**src/rtl/ascon_out_sched_pkg.sv**
```systemverilog
// Shared types and constants for the ASCON output scheduler.
// The package keeps the codebase name ascon_pack so existing imports still resolve.
package ascon_pack;

   localparam int unsigned OUT_WORD_W_C   = 32;
   localparam int unsigned CIPHER_WORDS_C = 2;
   localparam int unsigned TAG_WORDS_C    = 4;
   localparam int unsigned BLK_CNT_W_C    = 8;
   localparam int unsigned WORD_CNT_W_C   = 2;
   localparam int unsigned CIPHER_W_C     = CIPHER_WORDS_C * OUT_WORD_W_C;
   localparam int unsigned TAG_W_C        = TAG_WORDS_C * OUT_WORD_W_C;

   typedef enum logic [2:0] {
      ST_IDLE,
      ST_C_WAIT,
      ST_C_OUT,
      ST_T_WAIT,
      ST_T_OUT,
      ST_DONE
   } out_sched_state_t;

   // Tag words leave MSB word first.
   function automatic logic [OUT_WORD_W_C-1:0] tag_word(
      input logic [TAG_W_C-1:0]      tag,
      input logic [WORD_CNT_W_C-1:0] idx
   );
      logic [OUT_WORD_W_C-1:0] w;
      case (idx)
         2'd0:    w = tag[127:96];
         2'd1:    w = tag[95:64];
         2'd2:    w = tag[63:32];
         default: w = tag[31:0];
      endcase
      return w;
   endfunction

   function automatic logic [OUT_WORD_W_C-1:0] cipher_word(
      input logic [CIPHER_W_C-1:0]   blk,
      input logic [WORD_CNT_W_C-1:0] idx
   );
      return idx[0] ? blk[31:0] : blk[63:32];
   endfunction

endpackage

```
**src/rtl/ascon_out_sched_register_w_en.sv**
```systemverilog
// Enable-gated holding register with asynchronous active-low clear.
module register_w_en #(
   parameter int unsigned nb_bits_g = 64
) (
   input  logic                 clock_i,
   input  logic                 resetb_i,
   input  logic                 en_i,
   input  logic [nb_bits_g-1:0] data_i,
   output logic [nb_bits_g-1:0] data_o
);

   always_ff @(posedge clock_i or negedge resetb_i) begin
      if (!resetb_i) begin
         data_o <= '0;
      end else if (en_i) begin
         data_o <= data_i;
      end
   end

endmodule

```
**src/rtl/ascon_out_sched.sv**
```systemverilog
// ASCON output scheduler: captures ciphertext blocks and the tag, then drains
// them as 32-bit words over a valid/ready stream, tag last.
module ascon_out_sched
   import ascon_pack::*;
#(
   parameter int unsigned nb_blocks_g = 4
) (
   input  logic                    clock_i,
   input  logic                    reset_i,
   input  logic                    start_i,
   input  logic                    cipher_valid_i,
   input  logic [CIPHER_W_C-1:0]   cipher_i,
   output logic                    cipher_ready_o,
   input  logic                    tag_valid_i,
   input  logic [TAG_W_C-1:0]      tag_i,
   output logic                    tag_ready_o,
   output logic                    out_valid_o,
   input  logic                    out_ready_i,
   output logic [OUT_WORD_W_C-1:0] out_data_o,
   output logic                    out_last_o,
   output logic                    busy_o,
   output logic                    done_o,
   output logic                    err_o
);

   localparam logic [BLK_CNT_W_C-1:0]  LAST_BLK_C   = BLK_CNT_W_C'(nb_blocks_g - 1);
   localparam logic [WORD_CNT_W_C-1:0] LAST_CW_C    = WORD_CNT_W_C'(CIPHER_WORDS_C - 1);
   localparam logic [WORD_CNT_W_C-1:0] LAST_TW_C    = WORD_CNT_W_C'(TAG_WORDS_C - 1);
   localparam logic [WORD_CNT_W_C-1:0] PRE_LAST_TW_C = WORD_CNT_W_C'(TAG_WORDS_C - 2);

   out_sched_state_t          state;
   logic [BLK_CNT_W_C-1:0]    blk_cnt;
   logic [WORD_CNT_W_C-1:0]   word_cnt;
   logic                      resetb_i;
   logic                      en_cipher;
   logic                      en_tag;
   logic [CIPHER_W_C-1:0]     cipher_q;
   logic [TAG_W_C-1:0]        tag_q;
   logic [OUT_WORD_W_C-1:0]   word_mux;

   assign resetb_i = ~reset_i;

   // Capture enables are combinational so the block lands at the accepting edge.
   assign en_cipher = (state == ST_C_WAIT) && cipher_valid_i;
   assign en_tag    = (state == ST_T_WAIT) && tag_valid_i;

   register_w_en #(
      .nb_bits_g (CIPHER_W_C)
   ) u_cipher_reg (
      .clock_i  (clock_i),
      .resetb_i (resetb_i),
      .en_i     (en_cipher),
      .data_i   (cipher_i),
      .data_o   (cipher_q)
   );

   register_w_en #(
      .nb_bits_g (TAG_W_C)
   ) u_tag_reg (
      .clock_i  (clock_i),
      .resetb_i (resetb_i),
      .en_i     (en_tag),
      .data_i   (tag_i),
      .data_o   (tag_q)
   );

   always_ff @(posedge clock_i or posedge reset_i) begin
      if (reset_i) begin
         state          <= ST_IDLE;
         blk_cnt        <= '0;
         word_cnt       <= '0;
         cipher_ready_o <= 1'b0;
         tag_ready_o    <= 1'b0;
         out_valid_o    <= 1'b0;
         out_last_o     <= 1'b0;
         busy_o         <= 1'b0;
         done_o         <= 1'b0;
         err_o          <= 1'b0;
      end else begin
         case (state)
            ST_IDLE: begin
               if (start_i) begin
                  state          <= ST_C_WAIT;
                  blk_cnt        <= '0;
                  word_cnt       <= '0;
                  err_o          <= 1'b0;
                  cipher_ready_o <= 1'b1;
                  busy_o         <= 1'b1;
               end
            end
            ST_C_WAIT: begin
               if (tag_valid_i) begin
                  err_o <= 1'b1;
               end
               if (cipher_valid_i) begin
                  state          <= ST_C_OUT;
                  cipher_ready_o <= 1'b0;
                  out_valid_o    <= 1'b1;
                  word_cnt       <= '0;
               end
            end
            ST_C_OUT: begin
               if (out_ready_i) begin
                  if (word_cnt == LAST_CW_C) begin
                     word_cnt    <= '0;
                     out_valid_o <= 1'b0;
                     if (blk_cnt == LAST_BLK_C) begin
                        state       <= ST_T_WAIT;
                        tag_ready_o <= 1'b1;
                     end else begin
                        blk_cnt        <= blk_cnt + 1'b1;
                        state          <= ST_C_WAIT;
                        cipher_ready_o <= 1'b1;
                     end
                  end else begin
                     word_cnt <= word_cnt + 1'b1;
                  end
               end
            end
            ST_T_WAIT: begin
               if (tag_valid_i) begin
                  state       <= ST_T_OUT;
                  tag_ready_o <= 1'b0;
                  out_valid_o <= 1'b1;
                  word_cnt    <= '0;
               end
            end
            ST_T_OUT: begin
               if (out_ready_i) begin
                  if (word_cnt == LAST_TW_C) begin
                     state       <= ST_DONE;
                     word_cnt    <= '0;
                     out_valid_o <= 1'b0;
                     out_last_o  <= 1'b0;
                     done_o      <= 1'b1;
                  end else begin
                     word_cnt   <= word_cnt + 1'b1;
                     out_last_o <= (word_cnt == PRE_LAST_TW_C);
                  end
               end
            end
            ST_DONE: begin
               state  <= ST_IDLE;
               done_o <= 1'b0;
               busy_o <= 1'b0;
            end
            default: begin
               state <= ST_IDLE;
            end
         endcase
      end
   end

   always_comb begin
      word_mux = '0;
      case (state)
         ST_C_OUT: word_mux = cipher_word(cipher_q, word_cnt);
         ST_T_OUT: word_mux = tag_word(tag_q, word_cnt);
         default:  word_mux = '0;
      endcase
   end

   assign out_data_o = out_valid_o ? word_mux : '0;

endmodule

```
**config.mk**
```make
export PLATFORM = sky130hd
export DESIGN_NAME = ascon_out_sched
export DESIGN_NICKNAME = d
export VERILOG_FILES = /design/src/rtl/ascon_out_sched_pkg.sv /design/src/rtl/ascon_out_sched_register_w_en.sv /design/src/rtl/ascon_out_sched.sv
export SDC_FILE = /design/constraint.sdc
export NUM_CORES = 1
export LEC_CHECK = 0
export ABC_AREA = 1
export ABC_CLOCK_PERIOD_IN_PS = 8200
export CAP_MARGIN = 20
export CORE_UTILIZATION = 51
export CTS_CLUSTER_DIAMETER = 60
export DETAILED_ROUTE_END_ITERATION = 10
export GPL_ROUTABILITY_DRIVEN = 0
export PLACE_DENSITY_LB_ADDON = 0.05
export SLEW_MARGIN = 25
export SYNTH_ARGS = -nofsm -noshare
export SYNTH_HDL_FRONTEND = slang
export SYNTH_SLANG_ARGS = --single-unit
```
**constraint.sdc**
```tcl
create_clock -name clock_i -period 8.2 [get_ports clock_i]
set_input_delay 1.23 -clock clock_i [delete_from_list [all_inputs] [get_ports clock_i]]
set_output_delay 1.23 -clock clock_i [all_outputs]
set_load 0.03 [all_outputs]
```
=== Word-level counts from Yosys, hierarchy flattened ===
Cells that the tools add are included.

* Register bits: 212
* Input port bits: 198

* Reduce and logical (&&, ||, !) cells: 22
* Equality and inequality tests: 19
* Mux-type cells: 51
* Add/subtract/negate cells: 2

{| class="wikitable"
|+ Operators by type and width
! kind !! number
|-
| $pmux 32 s3 || 1
|-
| $mux 32 || 2
|-
| $pmux 32 s2 || 1
|-
| $mux 8 || 4
|-
| $mux 3 || 7
|-
| $ne 2x2->1 const B || 10
|-
| $mux 1 || 19
|-
| $mux 2 || 8
|-
| $pmux 8 s2 || 1
|-
| $pmux 3 s5 || 1
|-
| $reduce_and 7->1 || 2
|-
| $reduce_and 6->1 || 2
|-
| $pmux 2 s5 || 1
|-
| $reduce_and 5->1 || 2
|-
| $reduce_bool 2->1 || 5
|-
| $add 8x1->8 const B || 1
|-
| $eq 8x2->1 const B || 1
|-
| $pmux 1 s2 || 4
|-
| $eq 3x2->1 const B || 2
|-
| $eq 3x3->1 const B || 2
|-
| $reduce_and 3->1 || 2
|-
| $reduce_bool 5->1 || 1
|-
| $eq 2x2->1 const B || 2
|-
| $pmux 1 s4 || 1
|-
| 10 further kinds || 12
|}

=== Depth between registers and ports, before layout ===
* Word-level depth: 5
* Gate-level depth with buffers: 11
* Depth with buffers taken out: 9

=== Hierarchy ===
A second synthesis with hierarchy kept.

* Cells, all modules: 1396
* Area total of the unflattened synthesis: 10388.7 um^2

{| class="wikitable"
|+ Modules (own cells, without submodules)
! module !! area each (um^2) !! seq. area each (um^2) !! cells an instance !! instances
|-
| register_w_en (u_tag_reg) || 4959.8 || 3203.1 || 541 || 1
|-
| ascon_out_sched || 2982.9 || 500.5 || 585 || 1
|-
| register_w_en (u_cipher_reg) || 2446.1 || 1601.5 || 270 || 1
|}

=== Worst setup path after synthesis ===
OpenSTA, ideal clock, no wires.

* Path type: register to output
* Start: register word_cnt[0]
* End: output port out_data_o[19]
* Arrival: 2.021 ns
* Stages on the path, launching flop included: 10
* Slack: 4.949 ns
* Path through: dfrtp_1 clkbuf_1 inv_1 ha_1 clkbuf_1 clkbuf_1 nand2_1 a31oi_1 nor2_1 nor2_1

* Longest elaborated chain between the ends: 4
* Elaborated cells between the ends (all ways): 7
* Those cells by class: 2 x eq/ne; 4 x mux; 1 x reduce/logical

{| class="wikitable"
|+ Ends and longest elaborated chain
! element !! RTL line !! source
|-
| start: declaration || ascon_out_sched.sv:33 || <nowiki>logic [WORD_CNT_W_C-1:0] word_cnt;</nowiki>
|-
| start signal: assignment || ascon_out_sched.sv:116 || <nowiki>word_cnt <= word_cnt + 1'b1;</nowiki>
|-
| start signal: assignment || ascon_out_sched.sv:137 || <nowiki>word_cnt <= word_cnt + 1'b1;</nowiki>
|-
| $eq 2x2->1, or another cell as far along || ascon_out_sched_pkg.sv:28 || <nowiki>case (idx)</nowiki>
|-
| $pmux 32 s3 || ascon_out_sched_pkg.sv:28 ||
|-
| $pmux 32 s2 * || ascon_out_sched.sv:156 || <nowiki>case (state)</nowiki>
|-
| $mux 32 * || ascon_out_sched.sv:163 || <nowiki>assign out_data_o = out_valid_o ? word_mux : '0;</nowiki>
|-
| end: declaration || ascon_out_sched.sv:19 || <nowiki>output logic [OUT_WORD_W_C-1:0] out_data_o,</nowiki>
|}

Mark *: on every way between the ends. The rest lies on a longest branch, timed or not.

=== Worst setup path after layout ===
* Start: register word_cnt[0]
* End: output port out_data_o[26]

The elaborated chain is that of the path after synthesis.

==> qor.yml <==
rows: 51
power_switching_w: 0.00149
drtPass1Iterations: 5
maxSlewHeadroom_pct: 33.5
power_w: 0.00444
drv_cap: 0
viasPerCell: 5.14
synth_top_area_share_pct: 51.6
final.setup.tns_ps: 0
cts_tree: "yes"
first_iter_violations: 383
leakage_nw: 6.28
post-cts-setup-buffers: 0
path_max_fanout: 65
grt_pass1_wl_um: 41900
finClkSkew_ps: 10.4
drive_above_1_share_pct: 14.2
crit_family: "buffers and inverters"
pwr-share-clk_pct: 23.4
ys_seq_elements: 212
synth_area_per_cell_um2: 9.48
syn_area_um2: 10300
synthTopCellsByArea: "dfrtp_1 52%, nand2_1 9.0%, mux2_2 9.0%, mux2_4 7.3%, nor2_1 4.6%"
worstMarginPinSlew_ps: 991
drv_slew: 0
dieArea_um2: 20700
cp.buffers_inverters: 5
ys_seq_area_share_pct: 51.6
hpwl_um: 18400
wire_per_inst_um: 16.9
syn2layout_area_growth_pct: 31.4
antenna_found_initial: 1
status: "completed"
synthTopCellsByCount: "247 x nand2_1, 212 x dfrtp_1, 127 x nor2_1"
pwr-share-comb_pct: 36.0
ir_drop_mv: 0.183
synth_cell_types: 28
synth_edf_count: 0
clk_latency_ps: 510
slowest_stage: "dfrtp_2"
yosysMostFrequentCell: "nand2_1"
worst-setup-path-type: "reg2out"
antenna_left: 0
slowest_delay_ps: 750
start_util_pct: 52.5
cts_made_buffers: 24
clkTransAtPathRegs_ps: 60
rsz0062_at_grt: "no"
final-setup-viol-count: 0
power_density_nw_per_um2: 328
sw_frac_of_total_pct: 33.6
die-width_um: 144
syn_nets: 1289
synth_largest_area_cell: "dfrtp_1"
async_flop_share_pct: 100
drc: 0
root_buffer: "clkbuf_16"
rrSetupSlack_ps: 5380
numPortBuffers: 236
h-tree-depth: 1
fp.coreArea_um2: 19600
syn_inst: 1085
grt-ovfl-total: 0
nets: 1501
cp.required_ps: 6970
finalCritPeriodShare_pct: 64.9
clock.fmax_mhz: 188
arrival_ps: 4090
hold_viol_final: 0
grt_use_total_pct: 26.6
path_cells: "ha_1, inv_1, nand3_1, buf_4, inv_1, nand2_1, o211ai_1, nand2_1, inv_1, clkdlybuf4s50_1"
synth_ff_type: "dfrtp_1"
grt_max_degree: 138
crit_top_cell: "inv_1"
drt_wl_total_um: 26700
cp-start-kind: "flip-flop"
grt_pass1_vias: 8229
p_int_w: 0.00295
die_y_um: 144
clock-sinks: 212
cts_repair_resize_count: 0
min_period_ps: 5320
ios: 237
cts_hold_buf: 0
seqPwrFrac_pct: 40.6
endpoint_kind: "output port"
vias: 8107
yosys_warnings: 0
clockBufferDepth: 3
hold_path.class: "reg2reg"
==> routing by layer <==
layer / GRT usage, % / up-vias / part of all wire (%)
li1: - / 3929 / -
met4: 9.35 / 0 / 3.1
met5: 0 / - / 0
met1: 33.0 / 3902 / 40
met2: 46.1 / 233 / 50
met3: 5.07 / 43 / 6.5
==> cell type report <==
class	count	area, um^2
antenna	1	2.50
clock buffer	37	721
clock inverter	4	45.0
fill	1598	6080
inverter	99	384
multi-input combinational	716	4280
sequential	212	5310
tap	265	332
timing repair buffer	244	2440
==> stage by stage <==
stage               util [%]  worst slack [ps]  cell area, um^2  hold slack (ps)  cells
detailed placement      64.9              3380            12700              462   1535
finish                  69.0              2880            13500              471   1578
global placement        64.9              3380            12700              457   1535
floorplan                  -              1180            10300              468   1085
CTS                     68.8              2810            13500              477   1576
global route            69.0              2580            13500              493   1578
==> state kept, by name, indices dropped and copies added, names as in the netlist <==
signal               count
cipher_ready_o           1
word_cnt                 2
u_cipher_reg.data_o     64
out_last_o               1
blk_cnt                  8
u_tag_reg.data_o       128
tag_ready_o              1
busy_o                   1
out_valid_o              1
done_o                   1
state                    3
err_o                    1
==> layout by cell type, fill, tap and decap left out, types with 4 or more instances in the layout <==
| cell type | count |
|---|---|
| dfrtp_1 | 211 |
| clkdlybuf4s50_1 | 236 |
| nor2_1 | 127 |
| o211ai_1 | 6 |
| nand2_1 | 247 |
| buf_4 | 6 |
| mux2_4 | 50 |
| clkbuf_16 | 25 |
| inv_1 | 95 |
| nand3_1 | 34 |
| clkbuf_1 | 7 |
| o21ai_1 | 6 |
| a21oi_1 | 63 |
| mux2_2 | 82 |
| a31oi_1 | 26 |
| ha_1 | 6 |
| clkbuf_8 | 5 |
| nor3_1 | 4 |
| o21ai_0 | 54 |
==> worst register-to-register path: stages, from the launching register on <==
cell and delay, ps:
dfrtp_2 1000, ha_1 290, buf_4 390, inv_1 90, nand3_1 170, nand2_1 120, nor2_2 360, nand2_4 150
nand2_1 90, nand2_1 50
==> power by group through the flow <==
stage	Combinational, W	Clock (W)	Sequential, W
5_1_grt	0.00178	0.00110	0.00186
3_3_place_gp	0.00157	0	0.00179
3_5_place_dp	0.00160	0	0.00181
6_report	0.00160	0.00104	0.00180
2_1_floorplan	0.00120	0	0.00174
4_1_cts	0.00161	0.00106	0.00180
==> cells by family after synthesis <==
logic type | synth area share, %
and+or+nand+nor | 16.2
DFF | 51.6
buffers and inverters | 6.98
AOI/OAI and AO/OA | 8.01
muxes | 16.3
adders and majority gates | 0.730
xor gates and xnor gates | 0.170
==> path summary, 6_finish.rpt <==
| check | to | start | cells after the start |
|---|---|---|---|
| setup / recovery | out_data_o[26] | word_cnt[0] | 10 |
| hold / removal | tag_ready_o | tag_ready_o | 2 |
| setup reg to reg | blk_cnt[4] | word_cnt[0] | 9 |
| hold reg to reg | tag_ready_o | tag_ready_o | 2 |
| max in group asynchronous | word_cnt[0] | reset_i | 3 |
| min in group asynchronous | u_tag_reg.data_o[101] | reset_i | 2 |
No activity file was read; power rests on OpenSTA's default activity.
